`config.mk`:
```
export PLATFORM = sky130hd
export DESIGN_NAME = calc_sequencer
export DESIGN_NICKNAME = d
export VERILOG_FILES = /design/src/rtl/calc_sequencer.sv
export SDC_FILE = /design/constraint.sdc
export NUM_CORES = 1
export LEC_CHECK = 0
export CORE_MARGIN = 3
export CORE_UTILIZATION = 37
export CTS_CLUSTER_SIZE = 8
export DETAILED_ROUTE_END_ITERATION = 6
export PLACE_DENSITY = 0.73
export SLEW_MARGIN = 20
export SYNTH_ARGS = -nofsm -noshare
export SYNTH_HDL_FRONTEND = slang
export SYNTH_SLANG_ARGS = --single-unit
```
`constraint.sdc`:
```
create_clock -name clk -period 1.35 [get_ports clk]
set_input_delay 0.135 -clock clk [delete_from_list [all_inputs] [get_ports clk]]
set_output_delay 0.135 -clock clk [all_outputs]
set_load 0.01 [all_outputs]
```
`src/rtl/calc_sequencer.sv`:
```
// calc_sequencer -- control FSM for the calculator datapath.
//
// Sequences operand entry, operator selection and execution by pulsing the
// load/select controls of the X register, the Y register (Y <= X) and the ALU.
// Buttons are debounced, clk-synchronous levels; each press is turned into a
// single-cycle edge. No operand data is held here.
//
// Optional feature macro: CALC_CHAIN_EN
//   When defined, an operator press in OPSEL with a second operand already
//   entered executes the pending operation and then chains the new operator
//   (EXEC -> CHAIN -> OPSEL).
//
// Ports:
//   clk        in   system clock, rising edge
//   reset      in   asynchronous active-low reset
//   btn_enter  in   level; load X from switches
//   btn_op     in   level; select operator op_code
//   op_code    in   [OPW]   operator sampled on an accepted btn_op edge
//   btn_eq     in   level; execute
//   btn_clr    in   level; clear calculation
//   sw         in   [WIDTH] switch operand
//   x_sw       out  [WIDTH] equals sw (combinational)
//   x_load     out  one-cycle pulse; X register load
//   x_src      out  X mux select: 0 = switches, 1 = ALU result (held)
//   y_load     out  one-cycle pulse; Y <= X
//   alu_op     out  [OPW]   pending operator (registered)
//   regs_clr   out  one-cycle pulse; datapath clear
//   busy       out  1 while in EXEC or CHAIN
//   state_out  out  [3]     IDLE=0 X=1 OPSEL=2 EXEC=3 DONE=4 CHAIN=5
module calc_sequencer #(
  parameter int unsigned WIDTH = 6,
  parameter int unsigned OPW   = 2
) (
  input  logic             clk,
  input  logic             reset,
  input  logic             btn_enter,
  input  logic             btn_op,
  input  logic [OPW-1:0]   op_code,
  input  logic             btn_eq,
  input  logic             btn_clr,
  input  logic [WIDTH-1:0] sw,
  output logic [WIDTH-1:0] x_sw,
  output logic             x_load,
  output logic             x_src,
  output logic             y_load,
  output logic [OPW-1:0]   alu_op,
  output logic             regs_clr,
  output logic             busy,
  output logic [2:0]       state_out
);

  typedef enum logic [2:0] {
    S_IDLE  = 3'd0,
    S_X     = 3'd1,
    S_OPSEL = 3'd2,
    S_EXEC  = 3'd3,
`ifdef CALC_CHAIN_EN
    S_CHAIN = 3'd5,
`endif
    S_DONE  = 3'd4
  } state_t;

  state_t state, state_d;

  // Button vector order: {clr, eq, op, enter}
  logic [3:0] btn, btn_q, btn_edge;

  logic           ev_clr, ev_eq, ev_op, ev_enter;
  logic           x_load_d, x_src_d, y_load_d, regs_clr_d, busy_d;
  logic [OPW-1:0] alu_op_d;
  logic           opnd2_valid, opnd2_d;

`ifdef CALC_CHAIN_EN
  logic [OPW-1:0] next_op, next_op_d;
  logic           chain_pend, chain_d;
`endif

  assign x_sw      = sw;
  assign state_out = state;

  assign btn      = {btn_clr, btn_eq, btn_op, btn_enter};
  assign btn_edge = btn & ~btn_q;

  // Only the highest-priority edge of a cycle survives: clr > eq > op > enter.
  assign ev_clr   = btn_edge[3];
  assign ev_eq    = btn_edge[2] & ~btn_edge[3];
  assign ev_op    = btn_edge[1] & ~|btn_edge[3:2];
  assign ev_enter = btn_edge[0] & ~|btn_edge[3:1];

  // Edge-detect flops reset high so a button held through reset is not a press.
  always_ff @(posedge clk or negedge reset) begin
    if (!reset) btn_q <= '1;
    else        btn_q <= btn;
  end

  always_ff @(posedge clk or negedge reset) begin
    if (!reset) begin
      state       <= S_IDLE;
      x_load      <= 1'b0;
      x_src       <= 1'b0;
      y_load      <= 1'b0;
      alu_op      <= '0;
      regs_clr    <= 1'b0;
      busy        <= 1'b0;
      opnd2_valid <= 1'b0;
`ifdef CALC_CHAIN_EN
      next_op     <= '0;
      chain_pend  <= 1'b0;
`endif
    end else begin
      state       <= state_d;
      x_load      <= x_load_d;
      x_src       <= x_src_d;
      y_load      <= y_load_d;
      alu_op      <= alu_op_d;
      regs_clr    <= regs_clr_d;
      busy        <= busy_d;
      opnd2_valid <= opnd2_d;
`ifdef CALC_CHAIN_EN
      next_op     <= next_op_d;
      chain_pend  <= chain_d;
`endif
    end
  end

  // Outputs are registered from next-state values so that an edge accepted
  // in cycle N shows its pulse in cycle N+1.
  always_comb begin
    state_d    = state;
    x_load_d   = 1'b0;
    x_src_d    = x_src;
    y_load_d   = 1'b0;
    alu_op_d   = alu_op;
    regs_clr_d = 1'b0;
    opnd2_d    = opnd2_valid;
`ifdef CALC_CHAIN_EN
    next_op_d  = next_op;
    chain_d    = chain_pend;
`endif

    if (ev_clr) begin
      regs_clr_d = 1'b1;
      state_d    = S_IDLE;
      opnd2_d    = 1'b0;
      alu_op_d   = '0;
`ifdef CALC_CHAIN_EN
      chain_d    = 1'b0;
`endif
    end else begin
      case (state)
        S_IDLE: begin
          if (ev_enter) begin
            x_load_d = 1'b1;
            x_src_d  = 1'b0;
            state_d  = S_X;
          end
        end

        S_X: begin
          if (ev_op) begin
            y_load_d = 1'b1;
            alu_op_d = op_code;
            opnd2_d  = 1'b0;
            state_d  = S_OPSEL;
          end else if (ev_enter) begin
            x_load_d = 1'b1;
            x_src_d  = 1'b0;
          end
        end

        S_OPSEL: begin
          if (ev_eq) begin
            if (opnd2_valid) begin
              x_load_d = 1'b1;
              x_src_d  = 1'b1;
              state_d  = S_EXEC;
`ifdef CALC_CHAIN_EN
              chain_d  = 1'b0;
`endif
            end
          end else if (ev_op) begin
`ifdef CALC_CHAIN_EN
            if (opnd2_valid) begin
              // Execute with the old operator; the new one waits in next_op.
              next_op_d = op_code;
              chain_d   = 1'b1;
              x_load_d  = 1'b1;
              x_src_d   = 1'b1;
              state_d   = S_EXEC;
            end else begin
              alu_op_d = op_code;
            end
`else
            if (!opnd2_valid) alu_op_d = op_code;
`endif
          end else if (ev_enter) begin
            x_load_d = 1'b1;
            x_src_d  = 1'b0;
            opnd2_d  = 1'b1;
          end
        end

        S_EXEC: begin
`ifdef CALC_CHAIN_EN
          if (chain_pend) begin
            y_load_d = 1'b1;
            alu_op_d = next_op;
            opnd2_d  = 1'b0;
            chain_d  = 1'b0;
            state_d  = S_CHAIN;
          end else begin
            state_d  = S_DONE;
          end
`else
          state_d = S_DONE;
`endif
        end

`ifdef CALC_CHAIN_EN
        S_CHAIN: begin
          state_d = S_OPSEL;
        end
`endif

        S_DONE: begin
          if (ev_op) begin
            y_load_d = 1'b1;
            alu_op_d = op_code;
            opnd2_d  = 1'b0;
            state_d  = S_OPSEL;
          end else if (ev_enter) begin
            x_load_d = 1'b1;
            x_src_d  = 1'b0;
            state_d  = S_X;
          end
        end

        default: state_d = S_IDLE;
      endcase
    end
  end

`ifdef CALC_CHAIN_EN
  assign busy_d = (state_d == S_EXEC) || (state_d == S_CHAIN);
`else
  assign busy_d = (state_d == S_EXEC);
`endif

endmodule

```
Word-level counts from Yosys, hierarchy flattened
Cells that the tools add are included.

Equal/unequal tests: 12. Multiplexer cells: 34. Bitwise logic cells: 6. Reduce and logical (&&, ||, !) cells: 11.

Operator list (count): $mux 1 (18); $mux 3 (6); $ne 3x3->1 const B (6); $pmux 3 s5 (1); $mux 2 (5); $reduce_and 5->1 (2); $eq 3x2->1 const B (3); $pmux 1 s3 (2); $reduce_bool 3->1 (2); $and 4x4->4 (1); $not 4->4 (1); $pmux 2 s2 (1); $reduce_or 2->1 (2); $and 1x1->1 (3); $eq 3x1->1 const B (1); $eq 3x3->1 const B (1); $logic_not 3->1 (1); $ne 3x1->1 const B (1); $reduce_and 3->1 (1); $reduce_or 3->1 (1); $logic_not 1->1 (2); $pmux 1 s2 (1); $not 1->1 (1).

Register bits: 15. Bits of input ports: 14. Output and inout bits: 16. Word-level logic and storage cells: 72.

Longest topological paths before layout
Gate-level depths: netlist of the first run.

Word-level depth: 10. Depth in mapped cells: 5. Gate-level depth less buffers: 5.

Worst setup path before layout of the first run
Ideal clock, no wire load.

Kind: register -> register. From: register btn_q[3]. To: register x_src. Library setup time: 0.118 ns. Arrival time: 1.282 ns. Data required time: 1.232 ns. Setup slack: -0.050 ns. Cell stages (with the launch flop): 6. Buffers on the path: 0. Clock period less this slack: 1.400 ns. Path through: dfstp_2 > nand2b_4 > inv_4 > nor4_4 > o21ai_1 > a21o_1.

Cells in the longest elaborated chain, start to end: 9. Elaborated cells on any way between the ends: 16. Those cells by class: 1 x eq/ne; 4 x mux; 6 x bitwise; 5 x reduce/logical.

RTL lines: from (decl) (RTL line 66) `logic [3:0] btn, btn_q, btn_edge;`; from (signal assigned) (RTL line 93) `else btn_q <= btn;`; $not 4->4 * (RTL line 82) `assign btn_edge = btn & ~btn_q;`; $and 4x4->4 * (RTL line 82); $reduce_or 3->1 (RTL line 88) `assign ev_enter = btn_edge[0] & ~|btn_edge[3:1];`; $logic_not 1->1 (RTL line 88); $and 1x1->1 (RTL line 88); $mux 1 (2 in series); $mux 1 (RTL line 172) `if (ev_eq) begin`; $pmux 1 s3 (RTL line 150) `case (state)`; to (signal assigned) (RTL line 113) `x_src <= x_src_d;`; to (decl) (RTL line 44) `output logic x_src,`.

Mark *: on every way between the ends. The rest lies on a longest branch, timed or not. A chain may end at the register's enable or synchronous reset.

Final worst setup path of the first run
Ends and elaborated chain as after synthesis.

==> results of run 1 <==
report_power, final:
| part | total, mW | internal, mW | leakage, nW | switching (mW) |
|---|---|---|---|---|
| logic | 0.235 | 0.127 | 0.342 | 0.107 |
| registers | 0.485 | 0.475 | 0.191 | 0.0104 |
| clock network | 0.252 | 0.115 | 0.0150 | 0.137 |
| total | 0.971 | 0.717 | 0.548 | 0.255 |
worst reg2reg max path: stages (launching register included):
cell and delay [ns]:
dfstp_2 0.52, nand2b_4 0.14, inv_4 0.04, nor4_4 0.29
o21ai_1 0.14, a21o_1 0.17
layer usage:
metal / share of wire [%] / vias up
met2: 51 / 20
met3: 5.2 / 5
li1: - / 297
met1: 42 / 283
met5: 0 / -
met4: 2.4 / 0
registers in the layout, indices dropped and copies added (netlist names):
register / cells
x_src: 1
alu_op: 2
busy: 1
state_out: 3
opnd2_valid: 1
regs_clr: 1
x_load: 1
btn_q: 4
y_load: 1
repair_timing:
item / 4_1_cts / 5_1_grt
pin swaps: 1 / 1
cloned: 0 / 0
gates resized for setup: 4 / 9
setup buffers: 3 / 0
endpoints found under the hold margin: 0 / 0
endpoints found under the setup margin: 10 / 12
path summary, 6_finish.rpt:
path	cells after the start	to
min in group clk	0	x_sw[1]
worst max register to register	5	x_src$_DFFE_PN0P_
worst max-delay path	5	x_src$_DFFE_PN0P_
max in group asynchronous	2	state_out[2]$_DFF_PN0_
worst min-delay path	1	alu_op[1]$_DFFE_PN0P_
worst min register to register	1	x_src$_DFFE_PN0P_
synth_stat cells (all sizes together) (2+ instances only):
cell type,n
dfrtp,11
buf,9
a21oi,7
o21ai,5
dfstp,4
nand3,4
nand2b,3
nor2,3
inv,2
nand2,2
nand4,2
nor2b,2
nor3b,2
final cells by class:
cell class              count  area (um2)  area share [%]
flip-flops and latches     15         382            35.3
multi-input cells          43         322            29.7
repair buffers             34         310            28.7
well taps                  25        31.3            2.89
clock buffers               4        26.3            2.43
inverters                   2        10.0           0.926
per-stage QoR:
step                      power (mW)  utilization, %  instances  instance area, um2  hold WS, ns
after floorplan                0.613               -         69                 754       -0.161
after global placement         0.702            55.0        116                1000        0.270
after detailed placement       0.709            55.0        116                1000        0.270
after CTS                      0.977            57.9        123                1050        0.138
after global routing            1.04            59.4        123                1080        0.134
final                          0.971            59.4        123                1080        0.131
logic make-up (layout without fill, tap and decap cells):
logic type,after synthesis,after routing,share of synthesized area (%)
simple gates,24,24,24.6
flops,15,15,50.5
compound gates,18,18,14.5
buf+inv,11,40,9.30
xor+xnor,1,1,1.16
==> metrics.yaml, run 1 <==
crit_path_start_kind: "flop"
grt_pass1_wl_mm: 2.90
cpMaxStageDelayCell: "dfstp_2"
crit_start: "btn_q[3]$_DFF_PN1_"
tns_ns: -0.0747
vias: 605
fin_crit_ns: 1.41
cts_sinks: 15
crit_arrival_ns: 1.59
fp-row-count: 15
cts_max_level: 1
cts_root_buf: "clkbuf_4"
yosys_warnings: 0
synthDistinctLibCells: 32
max_stage_delay_ns: 0.52
post-place-ws_ns: -0.181
globalRouteTotalUtil_pct: 15.1
syn2layout_area_growth_pct: 43.5
p_per_area_nw_per_um2: 899
globalplace.congestion: 0.786
synth_edf_count: 0
syn_inst: 69
final_nets: 113
ys_top_cells_by_area: "dfrtp_1, dfstp_2, buf_4"
synth_top_cell_by_area: "dfrtp_1"
wl_per_cell_um: 13.2
cts_tree: "built"
ioPinCount: 30
use_met1_pct: 17.9
die_y_um: 51.1
antenna_found_initial: 0
clockBufferDepth: 2
final_common_cell: "buf_4"
drv_slew: 0
slew_headroom_pct: 74.7
vias_per_cell: 4.92
syn_avg_cell_area_um2: 10.9
first_pass_iters: 4
dpl.hpwl_mm: 1.21
routed_wl_mm: 1.63
clock_latency_ns: 0.28
finalCritPeriodShare_pct: 105
grt.met3_usage_pct: 3.79
grt_util_met2_pct: 24.7
cts_buffers: 3
busiest_layer: "met2"
grt_pass1_vias: 643
worst_slew_pin_slew_ns: 0.379
start_util_pct: 41.4
reg2reg_slack_ns: -0.06
synth-async-reset-ratio_pct: 100
synth_top_area_share_pct: 36.5
rsz0062_at_grt: "yes"
drc: 0
crit_path_max_fanout: 4
peakVddDrop_v: 0.000775
cp.required_ns: 1.53
drive_above_1_share_pct: 37.8
critPathTopFamily: "flip-flops"
setup_viol: 3
drtIter0Drc: 13
core_um2: 1820
n_antenna_cell: 0
criticalPathCategory: "reg -> reg"
yosysSeqAreaShare_pct: 50.5
status: "finished with violations"
finalWorstSetupSlack_ns: -0.0609
crit_buf_inv: 1
hold_buffers: 0
overflow: 0
fmax_ghz: 0.709
synth_fp_nets: 83
hold_path.class: "in -> async"
endpoint_kind: "flop"
p_leak_nw: 0.548
finalHoldViolCount: 0
synth-seq-cells: 15
cap_viol_max_count: 0
portBuffers: 17
layout_common_cells: "buf_4, clkdlybuf4s50_1, dfrtp_1"
die_w_um: 51.1
grt_max_degree: 10
antenna_left: 0
fin_worst_skew_ns: 0.000735
r2r_start: "btn_q[3]$_DFF_PN1_"
failed_checks: "setup timing"
clk_pin_slew_worst_paths_ns: 0.08
crit_chain: "nand2b_4 -> inv_4 -> nor4_4 -> o21ai_1 -> a21o_1"
fillers: 161
dieArea_um2: 2610
netlist_area_um2: 753
ys.flop_type: "dfrtp_1"
No activity file was read; power rests on OpenSTA's default activity.
==> inputs of run 2 (changes only) <==
- GPL_TIMING_DRIVEN: default -> 0
==> run 2 against run 1 <==
  * The flow still finishes with violations (setup timing)
  * Non-clock buffer count rose by 3
  * First-iteration DRC count shrank 7.7%
  * Maximum frequency grew 1.5%
  * Critical endpoint unchanged
  * Highest routed layer unchanged
==> metrics.yaml, run 2 (same netlist as run 1, synthesis figures left out) <==
clockBufferDepth: 2  # unchanged
hold_path.class: "in -> async"  # unchanged
grt_pass1_vias: 652  # was 643
cts_sinks: 15  # unchanged
cpMaxStageDelayCell: "dfstp_2"  # unchanged
crit_chain: "nand2b_4 -> inv_6 -> nor4_4 -> o21ai_2 -> a21o_1"  # was nand2b_4 -> inv_4 -> nor4_4 -> o21ai_1 -> a21o_1
drtIter0Drc: 12  # was 13
dpl.hpwl_mm: 1.12  # was 1.21 mm
layout_common_cells: "clkdlybuf4s50_1, buf_4, dfrtp_1"  # was buf_4, clkdlybuf4s50_1, dfrtp_1
first_pass_iters: 4  # unchanged
cp.required_ns: 1.53  # about the same
place_area_um2: 1020  # was 1000 um2
endpoint_kind: "flop"  # unchanged
worst_slew_pin_slew_ns: 0.683  # was 0.379 ns
portBuffers: 23  # was 17
p_clk_share_pct: 25.8  # was 25.9%
largest_reg_flops: 4  # unchanged
finalHoldViolCount: 0  # unchanged
crit_buf_inv: 1  # unchanged
start_util_pct: 41.4  # unchanged
fin_crit_ns: 1.39  # was 1.41 ns
fin_cells: 126  # was 123
routed_wl_mm: 1.67  # was 1.63 mm
hold_slack_ns: 0.258  # was 0.131 ns
finalInstanceArea_um2: 1130  # was 1080 um2
criticalPathCategory: "reg -> reg"  # unchanged
vias: 653  # was 605
n_antenna_cell: 0  # unchanged
crit_arrival_ns: 1.57  # was 1.59 ns
crit_path_max_fanout: 4  # unchanged
die_y_um: 51.1  # unchanged
fp-row-count: 15  # unchanged
globalplace.congestion: 0.774  # was 0.786
syn2layout_area_growth_pct: 50.3  # was 43.5%
crit_start: "btn_q[3]$_DFF_PN1_"  # unchanged
tns_ns: -0.105  # was -0.0747 ns
dp_cells: 117  # was 116
internal_power_uw: 712  # was 717 uW
status: "finished with violations"  # unchanged
seqPwrFrac_pct: 49.3  # was 50.0%
final_util_pct: 62.2  # was 59.4%
die_w_um: 51.1  # unchanged
p_per_area_nw_per_um2: 872  # was 899 nW/um2
crit_path_start_kind: "flop"  # unchanged
rsz0062_at_grt: "yes"  # unchanged
peakVddDrop_v: 0.000694  # was 0.000775 V
p_leak_nw: 0.575  # was 0.548 nW
cts_max_level: 1  # unchanged
final_common_cell: "clkdlybuf4s50_1"  # was buf_4
grt_pass1_wl_mm: 2.88  # was 2.90 mm
setup_viol: 4  # was 3
cap_viol_max_count: 0  # unchanged
drv_slew: 0  # unchanged
finalWorstSetupSlack_ns: -0.0399  # was -0.0609 ns
report.power.total_uw: 987  # was 971 uW
cts_tree: "built"  # unchanged
fillers: 152  # was 161
cts_buffers: 3  # unchanged
slew_headroom_pct: 54.3  # was 74.7%
antenna_found_initial: 0  # unchanged
drive_above_1_share_pct: 37.6  # was 37.8%
finalCritPeriodShare_pct: 103  # was 105%
dieArea_um2: 2610  # unchanged
failed_checks: "setup timing"  # unchanged
clock_latency_ns: 0.28  # about the same
fmax_ghz: 0.719  # was 0.709 GHz
cts_root_buf: "clkbuf_4"  # unchanged
sw_frac_of_total_pct: 27.9  # was 26.2%
final_nets: 116  # was 113
reg2reg_slack_ns: -0.04  # was -0.06 ns
wl_per_cell_um: 13.2  # about the same
clk_pin_slew_worst_paths_ns: 0.09  # was 0.08 ns
r2r_start: "btn_q[3]$_DFF_PN1_"  # unchanged
fin_worst_skew_ns: 0.00383  # was 0.000735 ns
grt_max_degree: 16  # was 10
p_switching_uw: 275  # was 255 uW
overflow: 0  # unchanged
antenna_left: 0  # unchanged
reg2reg_depth: 5  # unchanged
critPathTopFamily: "flip-flops"  # unchanged
max_stage_delay_ns: 0.52  # about the same
vias_per_cell: 5.18  # was 4.92
hold_buffers: 0  # unchanged
ioPinCount: 30  # unchanged
path_depth: 5  # unchanged
drc: 0  # unchanged
core_um2: 1820  # unchanged
post-place-ws_ns: -0.258  # was -0.181 ns
globalRouteTotalUtil_pct: 14.6  # was 15.1%
pwr-share-comb_pct: 24.9  # was 24.1%
top_register: "btn_q"  # unchanged
-- run 2: changes by cell type in the layout (fill, tap and decap cells not counted), moves of 2 or more --
| cell | before | now |
|---|---|---|
| o21ai_2 | 0 | 2 |
| nand3_1 | 4 | 2 |
| buf_2 | 0 | 3 |
| o21ai_1 | 4 | 2 |
| clkdlybuf4s50_1 | 12 | 16 |
| nand3_2 | 0 | 2 |
| buf_4 | 16 | 11 |
-- run 2: worst paths after layout --
check / end
worst min register to register: x_src$_DFFE_PN0P_
worst max register to register: x_src$_DFFE_PN0P_
worst min-delay path: x_load$_DFF_PN0_
min in group clk: btn_q[1]$_DFF_PN1_
worst max-delay path: x_src$_DFFE_PN0P_
max in group asynchronous: y_load$_DFF_PN0_
-- run 2: layout make-up --
class / instances / area, um2 / share of cell area (%)
plain buffers: 9 / 60.1 / 5.30
flip-flops and latches: 15 / 380 / 33.6
repair buffers: 28 / 278 / 24.5
multi-input cells: 43 / 343 / 30.3
clock inverters: 1 / 5.00 / 0.442
clock buffers: 3 / 22.5 / 1.99
well taps: 25 / 31.3 / 2.76
inverters: 2 / 12.5 / 1.10
-- run 2: repair_timing --
item / CTS / global route
buffers inserted: 5 / 0
pin swaps: 5 / 1
resized for setup: 4 / 15
setup endpoints to repair: 8 / 14
-- run 2: layer usage --
metal / routed length, um / global-route usage, % / part of all wire, %
met2: 791 / 23.2 / 47
met3: 126 / 2.92 / 7.5
met4: 18 / 5.83 / 1.1
met5: 0 / 0 / 0
met1: 733 / 19.5 / 44
-- run 2: worst reg2reg max path, delay by kind of cell, from the launching register on --
kind                   cells  cell delay, ns
AO/OA/AOI/OAI              2            0.29
flip-flops                 1            0.52
AND/OR/NAND/NOR            2            0.44
buffers and inverters      1            0.04
-- run 2: power by group through the flow --
stage          Sequential (mW)  Clock (mW)  Combinational, mW
2_1_floorplan            0.502           0              0.112
3_3_place_gp             0.495           0              0.211
3_5_place_dp             0.496           0              0.215
4_1_cts                  0.485       0.267              0.229
5_1_grt                  0.491       0.298              0.269
6_report                 0.486       0.255              0.246
==> inputs of run 3 (changes only) <==
- CORE_MARGIN: 3 -> default
==> run 3 against run 2 <==
  * Combinational power increased by 6%
  * Global-route usage increased by 3.0 points
  * Highest routed layer unchanged
  * The flow still finishes with violations (setup timing)
  * Power is 2.0% higher
  * Utilization grew 2.5 points
  * Setup slack got worse by 0.053 ns
==> metrics.yaml, run 3 (same netlist as run 1, synthesis figures left out) <==
status: "finished with violations"  # unchanged
failed_checks: "setup timing"  # unchanged
core_um2: 1820  # unchanged
cts_root_buf: "clkbuf_4"  # unchanged
fin_crit_ns: 1.44  # was 1.39 ns
hold_path.class: "in -> async"  # unchanged
slew_headroom_pct: 54.5  # was 54.3%
ioPinCount: 30  # unchanged
top_register: "btn_q"  # unchanged
crit_arrival_ns: 1.63  # was 1.57 ns
worst_slew_pin_slew_ns: 0.680  # was 0.683 ns
endpoint_kind: "flop"  # unchanged
peakVddDrop_v: 0.000701  # was 0.000694 V
crit_start: "btn_q[3]$_DFF_PN1_"  # unchanged
finalCritPeriodShare_pct: 107  # was 103%
start_util_pct: 41.4  # unchanged
die_w_um: 47.1  # was 51.1 um
fin_worst_skew_ns: 0.00191  # was 0.00383 ns
layout_common_cells: "clkdlybuf4s50_1, buf_4, dfrtp_1"  # unchanged
first_pass_iters: 4  # unchanged
dpl.hpwl_mm: 1.13  # was 1.12 mm
finalHoldViolCount: 0  # unchanged
r2r_start: "btn_q[3]$_DFF_PN1_"  # unchanged
setup_viol: 5  # was 4
drtIter0Drc: 15  # was 12
cp.required_ns: 1.54  # was 1.53 ns
globalRouteTotalUtil_pct: 17.6  # was 14.6%
fp-row-count: 15  # unchanged
globalplace.congestion: 0.737  # was 0.774
final_util_pct: 64.7  # was 62.2%
cts_sinks: 15  # unchanged
report.power.total_mw: 1.01  # was 987 uW
cts_buffers: 3  # unchanged
die_y_um: 47.1  # was 51.1 um
fmax_ghz: 0.693  # was 0.719 GHz
grt_max_degree: 16  # unchanged
largest_reg_flops: 4  # unchanged
grt_pass1_vias: 598  # was 652
wl_per_cell_um: 13.6  # was 13.2 um
overflow: 0  # unchanged
cap_viol_max_count: 0  # unchanged
clk_pin_slew_worst_paths_ns: 0.09  # about the same
dieArea_um2: 2220  # was 2610 um2
syn2layout_area_growth_pct: 56.5  # was 50.3%
clock_latency_ns: 0.29  # was 0.28 ns
clockBufferDepth: 2  # unchanged
criticalPathCategory: "reg -> reg"  # unchanged
finalWorstSetupSlack_ns: -0.0928  # was -0.0399 ns
p_per_area_nw_per_um2: 855  # was 872 nW/um2
drc: 0  # unchanged
cts_max_level: 1  # unchanged
rsz0062_at_grt: "yes"  # unchanged
crit_path_max_fanout: 3  # was 4
n_antenna_cell: 0  # unchanged
post-place-ws_ns: -0.267  # was -0.258 ns
grt_pass1_wl_mm: 2.58  # was 2.88 mm
drive_above_1_share_pct: 43.8  # was 37.6%
final_common_cell: "clkdlybuf4s50_1"  # unchanged
crit_path_start_kind: "flop"  # unchanged
antenna_found_initial: 0  # unchanged
finalInstanceArea_um2: 1180  # was 1130 um2
place_area_um2: 1020  # unchanged
vias_per_cell: 5.12  # was 5.18
antenna_left: 0  # unchanged
cts_tree: "built"  # unchanged
vias: 666  # was 653
p_leak_nw: 0.561  # was 0.575 nW
tns_ns: -0.289  # was -0.105 ns
portBuffers: 23  # unchanged
drv_slew: 0  # unchanged
hold_buffers: 0  # unchanged
final_nets: 120  # was 116
routed_wl_mm: 1.77  # was 1.67 mm
-- run 3: changes by cell type in the layout (fill, tap and decap cells not counted), sizes merged --
cell,delta
clkdlybuf4s50,+2
dlygate4sd2,+1
dlymetal6s2s,-3
buf,+4
-- run 3: worst max-delay path: stages, from the launching register on --
cell,delay (ns)
dfstp_2,0.52
nand2b_4,0.14
inv_4,0.04
nor4_4,0.28
buf_4,0.18
nand4b_1,0.12
a21oi_2,0.06
-- run 3: where the power goes --
| part | total (mW) | internal, mW | switching (mW) |
|---|---|---|---|
| Sequential | 0.487 | 0.475 | 0.0122 |
| Combinational | 0.260 | 0.136 | 0.125 |
| Clock | 0.260 | 0.110 | 0.149 |
| Total | 1.01 | 0.721 | 0.286 |
-- run 3: through the flow --
| step | hold slack, ns | std cells |
|---|---|---|
| 2_1_floorplan | -0.161 | 69 |
| 5_1_grt | 0.281 | 130 |
| 3_5_place_dp | 0.482 | 117 |
| 6_report | 0.249 | 130 |
| 4_1_cts | 0.271 | 127 |
| 3_3_place_gp | 0.468 | 117 |
-- run 3: area by class of cell --
cell class	instances	area, um2
Tap cell	25	31.3
Inverter	2	10.0
Clock inverter	1	5.00
Sequential cell	15	380
Timing Repair Buffer	32	307
Clock buffer	3	22.5
Fill cell	159	642
Buffer	9	60.1
Multi-Input combinational cell	43	363
-- run 3: layer usage --
layer | up-vias | global-route usage (%) | wire length, um
li1 | 312 | - | -
met1 | 313 | 19.8 | 702
met2 | 37 | 29.2 | 908
met3 | 4 | 6.15 | 126
met4 | 0 | 9.71 | 28
met5 | - | 0 | 0
-- run 3: final timing paths --
check	to	slack [ns]	depth (start not counted)
worst max-delay path	state_out[2]$_DFF_PN0_	-0.09	6
worst min-delay path	regs_clr$_DFF_PN0_	0.25	1
min in group clk	btn_q[0]$_DFF_PN1_	0.27	1
worst max register to register	state_out[2]$_DFF_PN0_	-0.09	6
max in group asynchronous	x_src$_DFFE_PN0P_	0.67	1
worst min register to register	x_src$_DFFE_PN0P_	0.49	1
-- run 3: repair_timing --
item | in CTS | in global routing
gates cloned | 0 | 0
setup endpoints to repair | 8 | 9
gates resized for setup | 3 | 19
pin swaps | 4 | 7
setup buffers | 6 | 3
